`config.mk`:
```
export PLATFORM = sky130hd
export DESIGN_NAME = leds7_cmd_encoder
export DESIGN_NICKNAME = d
export VERILOG_FILES = /design/src/rtl/leds7_cmd_encoder_pkg.sv /design/src/rtl/leds7_cmd_encoder.sv
export SDC_FILE = /design/constraint.sdc
export NUM_CORES = 1
export LEC_CHECK = 0
export BUFFER_PORTS_ARGS = -buffer_cell sky130_fd_sc_hd__buf_4
export CAP_MARGIN = 20
export CORE_MARGIN = 2
export CORE_UTILIZATION = 43
export CTS_CLUSTER_SIZE = 20
export DETAILED_ROUTE_END_ITERATION = 16
export GPL_TIMING_DRIVEN = 0
export PLACE_DENSITY = 0.72
export SLEW_MARGIN = 20
export SYNTH_ARGS = -nofsm -noshare
export SYNTH_HDL_FRONTEND = slang
export SYNTH_SLANG_ARGS = --single-unit
```
`constraint.sdc`:
```
create_clock -name clk -period 5.2 [get_ports clk]
set_clock_uncertainty 0.05 [all_clocks]
set_input_delay 1.04 -clock clk [delete_from_list [all_inputs] [get_ports clk]]
set_output_delay 1.04 -clock clk [all_outputs]
set_load 0.01 [all_outputs]
```
`src/rtl/leds7_cmd_encoder_pkg.sv`:
```
// leds7_cmd_encoder_pkg: shared constants, encoder state enum and digit helpers for the LED byte protocol
// Contents:
//   LED_SEL_BASE   select byte for digit 0 (digit i uses LED_SEL_BASE + i)
//   LED_MAX_DIGIT  largest digit value the far-end controller displays
//   LED_NUM        digits per frame
//   enc_state_t    encoder FSM states
//   lowest_set     index of the lowest set bit of a 4-bit mask
//   valid_digits   frame_mask with out-of-range digits removed
package leds7_cmd_encoder_pkg;

    localparam logic [7:0] LED_SEL_BASE  = 8'hF0;
    localparam logic [3:0] LED_MAX_DIGIT = 4'd9;
    localparam int         LED_NUM       = 4;

    typedef enum logic [1:0] {
        IDLE,
        SEL,
        DATA,
        GAP
    } enc_state_t;

    function automatic logic [1:0] lowest_set(input logic [3:0] m);
        return m[0] ? 2'd0 : m[1] ? 2'd1 : m[2] ? 2'd2 : 2'd3;
    endfunction

    function automatic logic [3:0] valid_digits(input logic [15:0] d, input logic [3:0] m);
        logic [3:0] v;
        for (int i = 0; i < LED_NUM; i++)
            v[i] = m[i] && (d[4*i +: 4] <= LED_MAX_DIGIT);
        return v;
    endfunction

endpackage

```
`src/rtl/leds7_cmd_encoder.sv`:
```
// leds7_cmd_encoder: serialises a 4-digit frame into select/data byte pairs for the UART TX
// Ports:
//   clk              system clock
//   reset            synchronous active-high reset
//   frame_data[15:0] digit i in bits [4i+3:4i]
//   frame_mask[3:0]  bit i set = send digit i
//   frame_valid      frame offered, taken when frame_ready is high
//   frame_ready      encoder idle
//   uart_data[7:0]   byte to the UART TX
//   uart_data_valid  uart_data valid, held with stable data until uart_ready
//   uart_ready       UART TX takes the byte this cycle
//   busy             frame in progress
//   digit_err        one-cycle pulse: a masked digit above 9 was dropped
module leds7_cmd_encoder
    import leds7_cmd_encoder_pkg::*;
#(
    parameter int unsigned GAP_CYCLES = 0
) (
    input  logic        clk,
    input  logic        reset,
    input  logic [15:0] frame_data,
    input  logic [3:0]  frame_mask,
    input  logic        frame_valid,
    output logic        frame_ready,
    output logic [7:0]  uart_data,
    output logic        uart_data_valid,
    input  logic        uart_ready,
    output logic        busy,
    output logic        digit_err
);

    localparam logic [7:0] GAP_LOAD = GAP_CYCLES[7:0];
    localparam bit         HAS_GAP  = GAP_CYCLES != 0;

    enc_state_t  state, ret_state;
    logic [15:0] data_q;
    logic [3:0]  mask_q;
    logic [1:0]  idx;
    logic [7:0]  gap_cnt;
    logic [3:0]  eff_mask, rest_mask;
    logic [1:0]  next_idx;
    logic [7:0]  sel_byte, next_sel_byte, first_sel_byte, data_byte;
    logic        hs;

    always_comb begin
        eff_mask       = valid_digits(frame_data, frame_mask);
        rest_mask      = mask_q & ~(4'b1 << idx);
        next_idx       = lowest_set(rest_mask);
        sel_byte       = LED_SEL_BASE | {6'b0, idx};
        next_sel_byte  = LED_SEL_BASE | {6'b0, next_idx};
        first_sel_byte = LED_SEL_BASE | {6'b0, lowest_set(eff_mask)};
        data_byte      = {4'h0, data_q[{idx, 2'b00} +: 4]};
        hs             = uart_data_valid & uart_ready;
    end

    assign frame_ready = state == IDLE;
    assign busy        = state != IDLE;

    always_ff @(posedge clk) begin
        if (reset) begin
            state           <= IDLE;
            ret_state       <= IDLE;
            data_q          <= 16'h0;
            mask_q          <= 4'h0;
            idx             <= 2'd0;
            gap_cnt         <= 8'd0;
            uart_data       <= 8'h00;
            uart_data_valid <= 1'b0;
            digit_err       <= 1'b0;
        end else begin
            digit_err <= 1'b0;
            case (state)
                IDLE: if (frame_valid) begin
                    data_q    <= frame_data;
                    mask_q    <= eff_mask;
                    idx       <= lowest_set(eff_mask);
                    digit_err <= (frame_mask & ~eff_mask) != 4'h0;
                    if (eff_mask == 4'h0) begin
                        // an empty frame still holds busy for one cycle (plus the gap) so digit_err lands while busy
                        state     <= GAP;
                        ret_state <= IDLE;
                        gap_cnt   <= GAP_LOAD;
                    end else begin
                        state           <= SEL;
                        uart_data       <= first_sel_byte;
                        uart_data_valid <= 1'b1;
                    end
                end
                SEL: if (hs) begin
                    if (HAS_GAP) begin
                        state           <= GAP;
                        ret_state       <= DATA;
                        gap_cnt         <= GAP_LOAD - 8'd1;
                        uart_data_valid <= 1'b0;
                    end else begin
                        state     <= DATA;
                        uart_data <= data_byte;
                    end
                end
                DATA: if (hs) begin
                    mask_q <= rest_mask;
                    idx    <= next_idx;
                    if (HAS_GAP) begin
                        state           <= GAP;
                        ret_state       <= rest_mask != 4'h0 ? SEL : IDLE;
                        gap_cnt         <= GAP_LOAD - 8'd1;
                        uart_data_valid <= 1'b0;
                    end else if (rest_mask != 4'h0) begin
                        state     <= SEL;
                        uart_data <= next_sel_byte;
                    end else begin
                        state           <= IDLE;
                        uart_data_valid <= 1'b0;
                    end
                end
                GAP: if (gap_cnt != 8'd0) begin
                    gap_cnt <= gap_cnt - 8'd1;
                end else begin
                    // idx already points at the pending digit, so the byte is rebuilt here
                    state           <= ret_state;
                    uart_data_valid <= ret_state != IDLE;
                    if (ret_state != IDLE)
                        uart_data <= ret_state == SEL ? sel_byte : data_byte;
                end
            endcase
        end
    end

endmodule

```
==> out/results.txt <==
Status - finished clean
Adder-cell share of the synthesized area - 4.61%
CTS root buf - clkbuf_8
Area delta synth->final - 20.1%
Cell Chain, Critical Path - buf_4 > o21ai_1 > a22oi_2 > a31oi_1 > buf_2 > o31ai_2 > a21oi_1
Worst-path cell with the longest stage delay - a31oi_1
Seq/Total Area, Yosys - 36.0%
Worst Tran Pin Value - 0.716 ns
Setup crit start - frame_data[6]
Slew margin rel. - 52.3%
Fmax - 363 MHz
Starting density of the core - 45.4%
Post-synth EDFFs - 0
Post-DP HPWL - 4000 um
Layout fillers - 453
Total grt overflow - 0
Drt wl/cell - 14.3 um
H-tree depth - 2
Total CTS buffers - 5
Syn_nets - 298
Clk_lat worst skew - 0.30 ns
Hold Crit Class - reg2reg
Syn avg cell area - 8.16 um^2
MaxCap Viol Count - 0
Crit path kind - in2reg
Final Cell Area - 2610 um^2
Post-CTS setup repair buffer count - 0
Crit path largest cell delay - 0.60 ns
Ys flop type - dfxtp_1
Worst Hold Launch - data_q[12]
Maximum vdd drop - 0.210 mV
Max-slew violations - 0
Synth Area in Compound Gates - 24.5%
CP Capture Type - flip-flop
Initial DRC count - 136
Synth cell types - 49
XOR/XNOR share of the synthesized area - 0%
Clock slew at reported path FFs - 0.08 ns
Hold Vio Cnt, Final - 0
Post-Synth Simple-Gate Area - 22.2%
# rows - 25
CTS Hold Bufs - 0
Critical R2R Launch - state[0]
Final Cycle Share - 52.9%
Register bit total from synthesis - 39
WL final - 5390 um
CTS tree - done
RSZ-0062 raised after global routing - false
Final setup fails - 0
Setup TNS - 0 ns
Avg Vias per Cell - 5.55
Post-CTS sizing - 0
Fraction of layout cells with a size suffix above 1 - 19.1%
Min cycle time layout - 2.75 ns
I/O Buffers - 35
N_diodes - 0
Pwr/cell area - 482 nW/um^2
Startpoint types - primary input
Layout Nets - 340
WP data arrival - 2.93 ns
Placer Congestion - 0.823
Drt first pass iters - 4
Core area - 4790 um^2
IO Pins - 36
First-pass GRT wire length - 9240 um
Mux cell area share after synthesis - 7.09%
Largest net degree at the start of global routing - 14
Clock sink count - 39
Initial antenna violation count - 0
GRT Util Overall - 21.7%
Critical path's top delay family - compound AO/OA/AOI/OAI gates
Clk buf depth - 2
Worst Path Required - 5.38 ns
Ys async rst share - 0%
Die W - 75.1 um
Leak pwr - 1.06 nW
Post-route ant nets - 0
Post-route DRC - 0
Overall die height - 75.1 um
Via count - 2086
Main combinational cell family by area after synthesis - compound AO/OA/AOI/OAI gates
Vias in the first global route - 2001
Ys Warns - 0
Syn Inst Count - 266
Synthesized cell area - 2170 um^2
Die ar. - 5630 um^2
Area after DPL - 2520 um^2
Largest fanout on the critical path - 10
Buffers & Inverters on Critical Path - 2
## power breakdown
part	total, W	internal, W	leakage [nW]	switching (W)
Combinational	0.000627	0.000265	0.700	0.000362
Clock	0.000209	0.0000934	0.0402	0.000115
Sequential	0.000421	0.000364	0.319	0.0000576
Total	0.00126	0.000722	1.06	0.000534
## kinds of logic after synthesis
group                    after synthesis
AND/OR/NAND/NOR                       97
AO/OA/AOI/OAI                         83
flip-flops                            39
buffers and inverters                 29
multiplexers                          10
adder cells (fa/ha/maj)                8
## path summary, 6_finish.rpt
| check | endpoint | slack [ns] | cells past startpoint |
|---|---|---|---|
| worst max-delay path | gap_cnt[3] | 2.45 | 7 |
| worst min-delay path | data_q[12] | 0.41 | 2 |
| worst max register to register | uart_data[1] | 2.65 | 8 |
| worst min register to register | data_q[12] | 0.41 | 2 |
## synth_stat cells, types with 2 or more instances
master	n	area (um^2)
dfxtp_1	39	781
and2_1	4	25.0
a31oi_1	2	12.5
o21ai_1	5	25.0
nand2_1	47	176
o21ai_0	13	65.1
or4_1	5	37.5
ha_1	8	100
inv_1	13	48.8
nand3_1	6	30.0
buf_2	2	10.0
nor3_1	7	35.0
o21a_1	2	15.0
nand2b_1	3	18.8
or3_1	4	25.0
a21oi_1	36	180
mux4_2	4	90.1
and3_1	3	18.8
o31ai_1	4	30.0
buf_1	2	7.51
mux2i_1	3	30.0
clkbuf_1	9	33.8
o22ai_1	3	18.8
nor2_1	7	26.3
buf_4	3	22.5
nor2b_1	6	37.5
mux2_1	3	33.8
a211oi_1	2	15.0
## registers in the layout, indices dropped and copies added, names as in the netlist
register,count
uart_data,5
data_q,16
mask_q,4
idx,2
digit_err,1
gap_cnt,8
uart_data_valid,1
state,2
## final cells by class
class | instances | area, um^2 | area share (%)
clock buffer | 5 | 68.8 | 2.64
multi-input combinational | 198 | 1270 | 48.6
tap | 67 | 83.8 | 3.22
timing repair buffer | 35 | 263 | 10.1
clock inverter | 3 | 20.0 | 0.768
buffer | 16 | 73.8 | 2.83
sequential | 39 | 781 | 30.0
inverter | 13 | 48.8 | 1.87
## stage by stage
step | total power, W | cells | hold WS, ns | setup WS [ns] | utilization [%]
floorplan | 0.000870 | 266 | 0.383 | 2.80 | -
global route | 0.00136 | 376 | 0.416 | 2.26 | 54.5
CTS | 0.00125 | 376 | 0.405 | 2.46 | 54.5
global placement | 0.00104 | 368 | 0.392 | 2.20 | 52.6
detailed placement | 0.00105 | 368 | 0.393 | 2.16 | 52.6
finish | 0.00126 | 376 | 0.406 | 2.45 | 54.5
## layer usage
| layer | vias to the layer above | track usage [%] | wire, um |
|---|---|---|---|
| li1 | 1038 | - | - |
| met1 | 969 | 28.1 | 2430 |
| met2 | 68 | 36.0 | 2530 |
| met3 | 11 | 3.08 | 303 |
| met4 | 0 | 9.92 | 125 |
| met5 | - | 0 | 0 |
## worst reg2reg max path, stage by stage, from the launching register on
cell and delay, ns:
dfxtp_1 0.44, inv_1 0.10, ha_1 0.21, clkbuf_1 0.19, nor2b_1 0.21, or3_1 0.35, a31oi_1 0.28, nand2_1 0.24
mux2_1 0.36
## placed cells by master, fill, tap and decap left out, types with 2 or more instances in the layout
cell type and instances:
buf_1 2, inv_1 13, and3_1 3, o21ai_0 13, and2_1 4, nor3_1 7
mux4_2 4, nand2_1 47, nand3_1 6, clkinvlp_4 2, nor2b_1 6, a21oi_1 36
or3_1 4, or4_1 5, mux2_1 3, a31oi_1 2, buf_4 38, nor2_1 7
clkbuf_1 9, o31ai_1 4, mux2i_1 3, buf_2 2, nand2b_1 3, ha_1 8
a211oi_1 2, clkbuf_8 5, o21a_1 2, o21ai_1 5, dfxtp_1 39, o22ai_1 3
Power figures use the tool's default switching activity.
